`src/rtl/cpu_pkg.sv`:
```
// Shared processor definitions: opcode constants and the fetch-unit state encoding.
package cpu_pkg;

  localparam logic [7:0] OP_LOADI = 8'h00;
  localparam logic [7:0] OP_ADD   = 8'h01;
  localparam logic [7:0] OP_AND   = 8'h02;
  localparam logic [7:0] OP_OR    = 8'h03;
  localparam logic [7:0] OP_MOV   = 8'h08;
  localparam logic [7:0] OP_SUB   = 8'h09;

  typedef enum logic [1:0] {
    StIdle = 2'd0,
    StRun  = 2'd1,
    StHalt = 2'd2
  } fetch_state_e;

  // Byte address of a program word.
  function automatic logic [31:0] word_to_pc(input logic [31:0] word_idx);
    return {word_idx[29:0], 2'b00};
  endfunction

endpackage

```
`src/rtl/prog_mem.sv`:
```
// Program store: DEPTH x 32 register array, one synchronous write port, one combinational read.
module prog_mem #(
  parameter int unsigned DEPTH  = 16,
  parameter int unsigned ADDR_W = 4
) (
  input  logic              clk_i,
  input  logic              we_i,
  input  logic [ADDR_W-1:0] waddr_i,
  input  logic [31:0]       wdata_i,
  input  logic [ADDR_W-1:0] raddr_i,
  output logic [31:0]       rdata_o
);

  logic [31:0] mem_q [DEPTH];

  always_ff @(posedge clk_i) begin
    if (we_i) begin
      mem_q[waddr_i] <= wdata_i;
    end
  end

  assign rdata_o = mem_q[raddr_i];

endmodule

```
`src/rtl/instr_fetch_unit.sv`:
```
// Instruction supply for the processor: loads a program over valid/ready, then issues each word
// for ISSUE_CYCLES clocks with its byte PC, pulsing done after the last word.
module instr_fetch_unit
  import cpu_pkg::*;
#(
  parameter int unsigned DEPTH        = 16,
  parameter int unsigned ADDR_W       = 4,
  parameter int unsigned ISSUE_CYCLES = 2
) (
  input  logic              clk_i,
  input  logic              reset_i,
  input  logic              load_valid_i,
  output logic              load_ready_o,
  input  logic [31:0]       load_data_i,
  input  logic              start_i,
  input  logic              clear_i,
  output logic [31:0]       instruction_o,
  output logic              instr_valid_o,
  output logic [31:0]       pc_o,
  output logic [ADDR_W:0]   count_o,
  output logic              done_o
);

  localparam int unsigned HoldW = (ISSUE_CYCLES > 1) ? $clog2(ISSUE_CYCLES) : 1;
  localparam logic [HoldW-1:0] HoldReload = HoldW'(ISSUE_CYCLES - 1);
  localparam logic [ADDR_W:0]  CountFull  = (ADDR_W + 1)'(DEPTH);

  fetch_state_e      state_q;
  logic [ADDR_W:0]   count_q;
  logic [ADDR_W-1:0] idx_q;
  logic [HoldW-1:0]  hold_q;
  logic [31:0]       instr_q;
  logic [31:0]       pc_q;
  logic              valid_q;
  logic              done_q;

  logic              load_ready;
  logic              load_accept;
  logic              has_prog;
  logic              last_word;
  logic [ADDR_W-1:0] next_idx;
  logic [ADDR_W-1:0] rd_addr;
  logic [31:0]       rd_data;

  assign load_ready  = (state_q == StIdle) && (count_q < CountFull);
  // Clear takes priority, so a load in the same cycle is discarded rather than stored.
  assign load_accept = load_valid_i && load_ready && !clear_i;
  assign has_prog    = (count_q != '0);
  assign last_word   = ({1'b0, idx_q} >= (count_q - 1'b1));
  assign next_idx    = idx_q + 1'b1;
  // Outside RUN the only word ever fetched is word 0 (start/rerun).
  assign rd_addr     = (state_q == StRun) ? next_idx : '0;

  prog_mem #(
    .DEPTH  (DEPTH),
    .ADDR_W (ADDR_W)
  ) u_prog_mem (
    .clk_i   (clk_i),
    .we_i    (load_accept),
    .waddr_i (count_q[ADDR_W-1:0]),
    .wdata_i (load_data_i),
    .raddr_i (rd_addr),
    .rdata_o (rd_data)
  );

  always_ff @(posedge clk_i or posedge reset_i) begin
    if (reset_i) begin
      state_q <= StIdle;
      count_q <= '0;
      idx_q   <= '0;
      hold_q  <= '0;
      instr_q <= '0;
      pc_q    <= '0;
      valid_q <= 1'b0;
      done_q  <= 1'b0;
    end else begin
      done_q <= 1'b0;
      case (state_q)
        StIdle: begin
          if (clear_i) begin
            count_q <= '0;
          end else if (load_accept) begin
            count_q <= count_q + 1'b1;
          end else if (start_i && has_prog) begin
            state_q <= StRun;
            idx_q   <= '0;
            instr_q <= rd_data;
            pc_q    <= '0;
            valid_q <= 1'b1;
            hold_q  <= HoldReload;
          end
        end
        StRun: begin
          if (hold_q != '0) begin
            hold_q <= hold_q - 1'b1;
          end else if (!last_word) begin
            idx_q   <= next_idx;
            instr_q <= rd_data;
            pc_q    <= word_to_pc(32'(next_idx));
            hold_q  <= HoldReload;
          end else begin
            state_q <= StHalt;
            valid_q <= 1'b0;
            done_q  <= 1'b1;
          end
        end
        StHalt: begin
          if (clear_i) begin
            state_q <= StIdle;
            count_q <= '0;
            instr_q <= '0;
            pc_q    <= '0;
          end else if (start_i && has_prog) begin
            state_q <= StRun;
            idx_q   <= '0;
            instr_q <= rd_data;
            pc_q    <= '0;
            valid_q <= 1'b1;
            hold_q  <= HoldReload;
          end
        end
        default: begin
          state_q <= StIdle;
          valid_q <= 1'b0;
        end
      endcase
    end
  end

  assign load_ready_o  = load_ready;
  assign instruction_o = instr_q;
  assign instr_valid_o = valid_q;
  assign pc_o          = pc_q;
  assign count_o       = count_q;
  assign done_o        = done_q;

endmodule

```
`config.mk`:
```
export PLATFORM = sky130hd
export DESIGN_NAME = instr_fetch_unit
export DESIGN_NICKNAME = d
export VERILOG_FILES = /design/src/rtl/cpu_pkg.sv /design/src/rtl/prog_mem.sv /design/src/rtl/instr_fetch_unit.sv
export SDC_FILE = /design/constraint.sdc
export NUM_CORES = 1
export LEC_CHECK = 0
export CORE_UTILIZATION = 45
export DETAILED_ROUTE_END_ITERATION = 7
export PLACE_DENSITY_LB_ADDON = 0.15
export SYNTH_ARGS = -nofsm -noshare
export SYNTH_HDL_FRONTEND = slang
export SYNTH_SLANG_ARGS = --single-unit
```
`constraint.sdc`:
```
create_clock -name clk_i -period 8.9 [get_ports clk_i]
set_input_delay 1.78 -clock clk_i [delete_from_list [all_inputs] [get_ports clk_i]]
set_output_delay 1.78 -clock clk_i [all_outputs]
set_load 0.05 [all_outputs]
```
==> summary.md <==
| Metric | Value |
|---|---|
| Ys flop type | edfxtp_1 |
| Sequential fraction of design power | 0.422 |
| Vias | about 14,000 |
| Chip height | roughly 230 um |
| Final Power | around 7.6 mW |
| Critical path fanouts, max | 80 |
| Starting Density | 0.460 |
| Clock transition at the registers of the reported paths | ~0.060 ns |
| Fmax achieved | 0.235 GHz |
| Initial antenna violation count | 0 |
| TritonCTS clock tree | yes |
| I/O pins | 109 |
| Final hold viol count | 0 |
| Number of buffers and inverters on the critical path | 2 |
| Post-CTS resize count | 0 |
| Crit-path cells | inv_2, buf_4, ha_1, nand2b_1, a211oi_1, o21bai_1, a311oi_4, a21boi_4, a22o_2 |
| Reg area | 17,300 sq um |
| CP delay by family, top | compound AO/OA/AOI/OAI gates |
| Seq/Total Area, Yosys | 0.745 |
| Cell Int Power | about 5.3 mW |
| Yosys reg bits | 590 |
| Number of global-route vias before repair | 13,800 |
| Final setup TNS | 0 ns |
| Crit. End Element | flip-flop |
| Final setup violation count | 0 |
| Number of max-cap violations | 0 |
| Outcome | completed |
| Worst r2r src | idx_q[0] |
| FP Rows | 82 |
| Worst setup path start | idx_q[0] |
| # clock sinks | a little under 600 |
| CP startpoint kind | flip-flop |
| Setup CP Type | reg -> reg |
| DRC errors left | 0 |
| Clk_skew | between 0.015 and 0.02 ns |
| Final slew viol count | 0 |
| Number of warnings issued by yosys | 0 |
| DRT iter0 DRCs | 1,093 |
| Post-Syn Nets | about 1,600 |
| CTS Root Cell | clkbuf_16 |
| Pre-antenna DRT Iters | 5 |
| Leak pwr | 9.42 nW |
| Post-Syn Area | 23,300 sq um |
| Sw Ratio | 0.310 |
| Synth Area per Inst | 14.8 sq um |
| RePlAce Congestion | 0.767 |
| Yosys cell types | 62 |
| Die footprint | around 53,000 sq um |
| Logic pwr share | 0.250 |
| RSZ-0062 raised after global routing | no |
| ANT nets after route | 0 |
| Cell Pwr Density | 281 nW/um^2 |
| Fin crit period | 4.25 ns |
| CTS Buf Count | 60 |
| # fillers | 4,168 |
| Core area | 50,600 sq um |
| Max VDD drop | 184 uV |
| Multi-input logic area | 5570 sq um |
| WL per Instance | ~24 um |
| Post-route insts no fill | 2,388 |
| DRT Wirelength | 56,300 um |
| Crit path largest cell delay | just under 1 ns |
| Setup Fix Bufs, Post-CTS | 0 |
| Min-delay src | hold_q |
| Post-synth EDFFs | 512 |
| Area grow syn2layout | 16.2% |
| Psw | 2.35 mW |
| Ys async rst share | 0.132 |
| Data arrival time of the critical path | 4.78 ns |
| Slowest-stage cell, CP | a21boi_4 |
| Nets | 1,718 |
| Later-pin clock latency in the skew report | 0.61 ns |
| IO buf count | 108 |
| # H-tree levels | 2 |
| GRT Total Usage | 0.216 |
| Placed Cells | approximately 2,300 |
| Ant. Diodes | 0 |
| Share of post-route cells with drive strength above 1 | 0.100 |
| CTS Buffer Depth | 3 |
| Die X | 229 um |
| Overflow after GRT | 0 |
| First-pass GRT wire length | 86,200 um |
| Largest net degree at the start of global routing | 81 |
| Crit path required time | 9.43 ns |
| Worst Hold Class | reg -> reg |
| Period utilisation layout | 0.478 |
| Post-DP HPWL | 30,100 um |
| Clk network pwr share | 0.328 |
| Hold buffer count at cts | 0 |
| Mapped Cells | 1,572 |
| Vias per cell | a little under 6 |
| Slew @ Worst Pin | approximately 1.1 ns |
| Slew margin rel. | 0.244 |
==> final timing paths <==
path | to | cells past startpoint | slack (ns)
hold reg to reg | done_o | 1 | 0.48
setup reg to reg | instruction_o[10] | 9 | 4.65
setup / recovery | instruction_o[10] | 9 | 4.65
hold / removal | done_o | 1 | 0.48
min in group asynchronous | pc_o[16] | 2 | 1.52
max in group asynchronous | idx_q[0] | 3 | 6.21
==> cells in the mapped netlist, types with 3 or more instances <==
master     instances  area, sq um
buf_6              7         78.8
dfrtp_1           78         1950
clkbuf_1          82          308
and2_1            32          200
o2bb2ai_1          4         35.0
a21oi_1          166          831
inv_1              9         33.8
a32o_1             7         70.1
and3_1             7         43.8
o311a_1            6         60.1
o2111ai_1          7         61.3
edfxtp_1         512        15400
buf_1              5         18.8
nand3_1           66          330
o21ai_0           17         85.1
a32oi_1           24          210
nand2b_1           3         18.8
a22o_1             5         43.8
ha_1              14          175
a31oi_1           11         68.8
nor2_1            27          101
a221oi_1          64          561
a221o_1           14          140
buf_2              9         45.0
nor2b_1            4         25.0
xnor2_1            4         35.0
mux2i_1           85          851
a22o_2            20          200
nand2_1          243          912
==> layout by cell type, fill, tap and decap left out, types with 17 or more instances in the layout <==
cell type / instances
a21oi_1: 166
a221oi_1: 64
a22o_2: 20
a32oi_1: 24
and2_1: 30
buf_4: 31
clkbuf_1: 17
clkbuf_16: 61
clkdlybuf4s50_1: 108
dfrtp_1: 77
edfxtp_1: 512
mux2i_1: 85
nand2_1: 240
nand3_1: 66
o21ai_0: 17
==> per-layer routing <==
metal | part of all wire | global-route usage | vias to the layer above
met4 | 0.020 | 0.0623 | 0
met2 | 0.47 | 0.340 | 456
met5 | 0 | 0 | -
li1 | - | - | 6243
met1 | 0.46 | 0.318 | 6997
met3 | 0.057 | 0.0264 | 83
==> layout make-up <==
class / count / share of cell area
Multi-Input combinational cell: 866 / 0.206
Inverter: 10 / 0.00148
Clock inverter: 30 / 0.0118
Clock buffer: 81 / 0.0603
Timing Repair Buffer: 139 / 0.0486
Tap cell: 672 / 0.0311
Sequential cell: 590 / 0.641
==> power groups by stage <==
stage	registers (mW)	logic [mW]	clock network (mW)
6_report	3.21	1.90	2.49
5_1_grt	3.22	2.06	2.64
3_3_place_gp	3.27	1.88	0
4_1_cts	3.21	1.91	2.54
2_1_floorplan	3.45	1.14	0
3_5_place_dp	3.27	1.91	0
==> metrics by stage <==
stage	utilization	worst slack [ns]	hold slack [ns]	area [sq um]
after detailed placement	0.496	4.29	0.471	25100
after CTS	0.535	4.63	0.482	27000
final	0.535	4.65	0.483	27000
after global placement	0.496	4.34	0.468	25100
after floorplan	-	4.81	0.443	23300
after global routing	0.535	4.37	0.502	27000
==> logic make-up after synthesis <==
| family | Yosys count | share of synthesized area |
|---|---|---|
| flops | 590 | 0.745 |
| simple gates | 394 | 0.0744 |
| compound gates | 364 | 0.110 |
| buf+inv | 116 | 0.0226 |
| mux | 87 | 0.0375 |
| fa+ha+maj | 14 | 0.00753 |
| xor+xnor | 7 | 0.00328 |
==> registers in the layout, summed over array words and instances (netlist names) <==
name,count
count_o,5
done_o,1
hold_q,1
idx_q,4
instr_valid_o,1
instruction_o,32
pc_o,32
state_q,2
u_prog_mem.mem_q,512
==> worst register-to-register path, stage by stage, from the launching register on <==
cell and delay, ns:
dfrtp_4 0.47, inv_2 0.05, buf_4 0.85, ha_1 0.39
nand2b_1 0.14, a211oi_1 0.22, o21bai_1 0.17, a311oi_4 0.60
a21boi_4 0.98, a22o_2 0.29
Note: power is estimated with default switching activity, not from simulation.
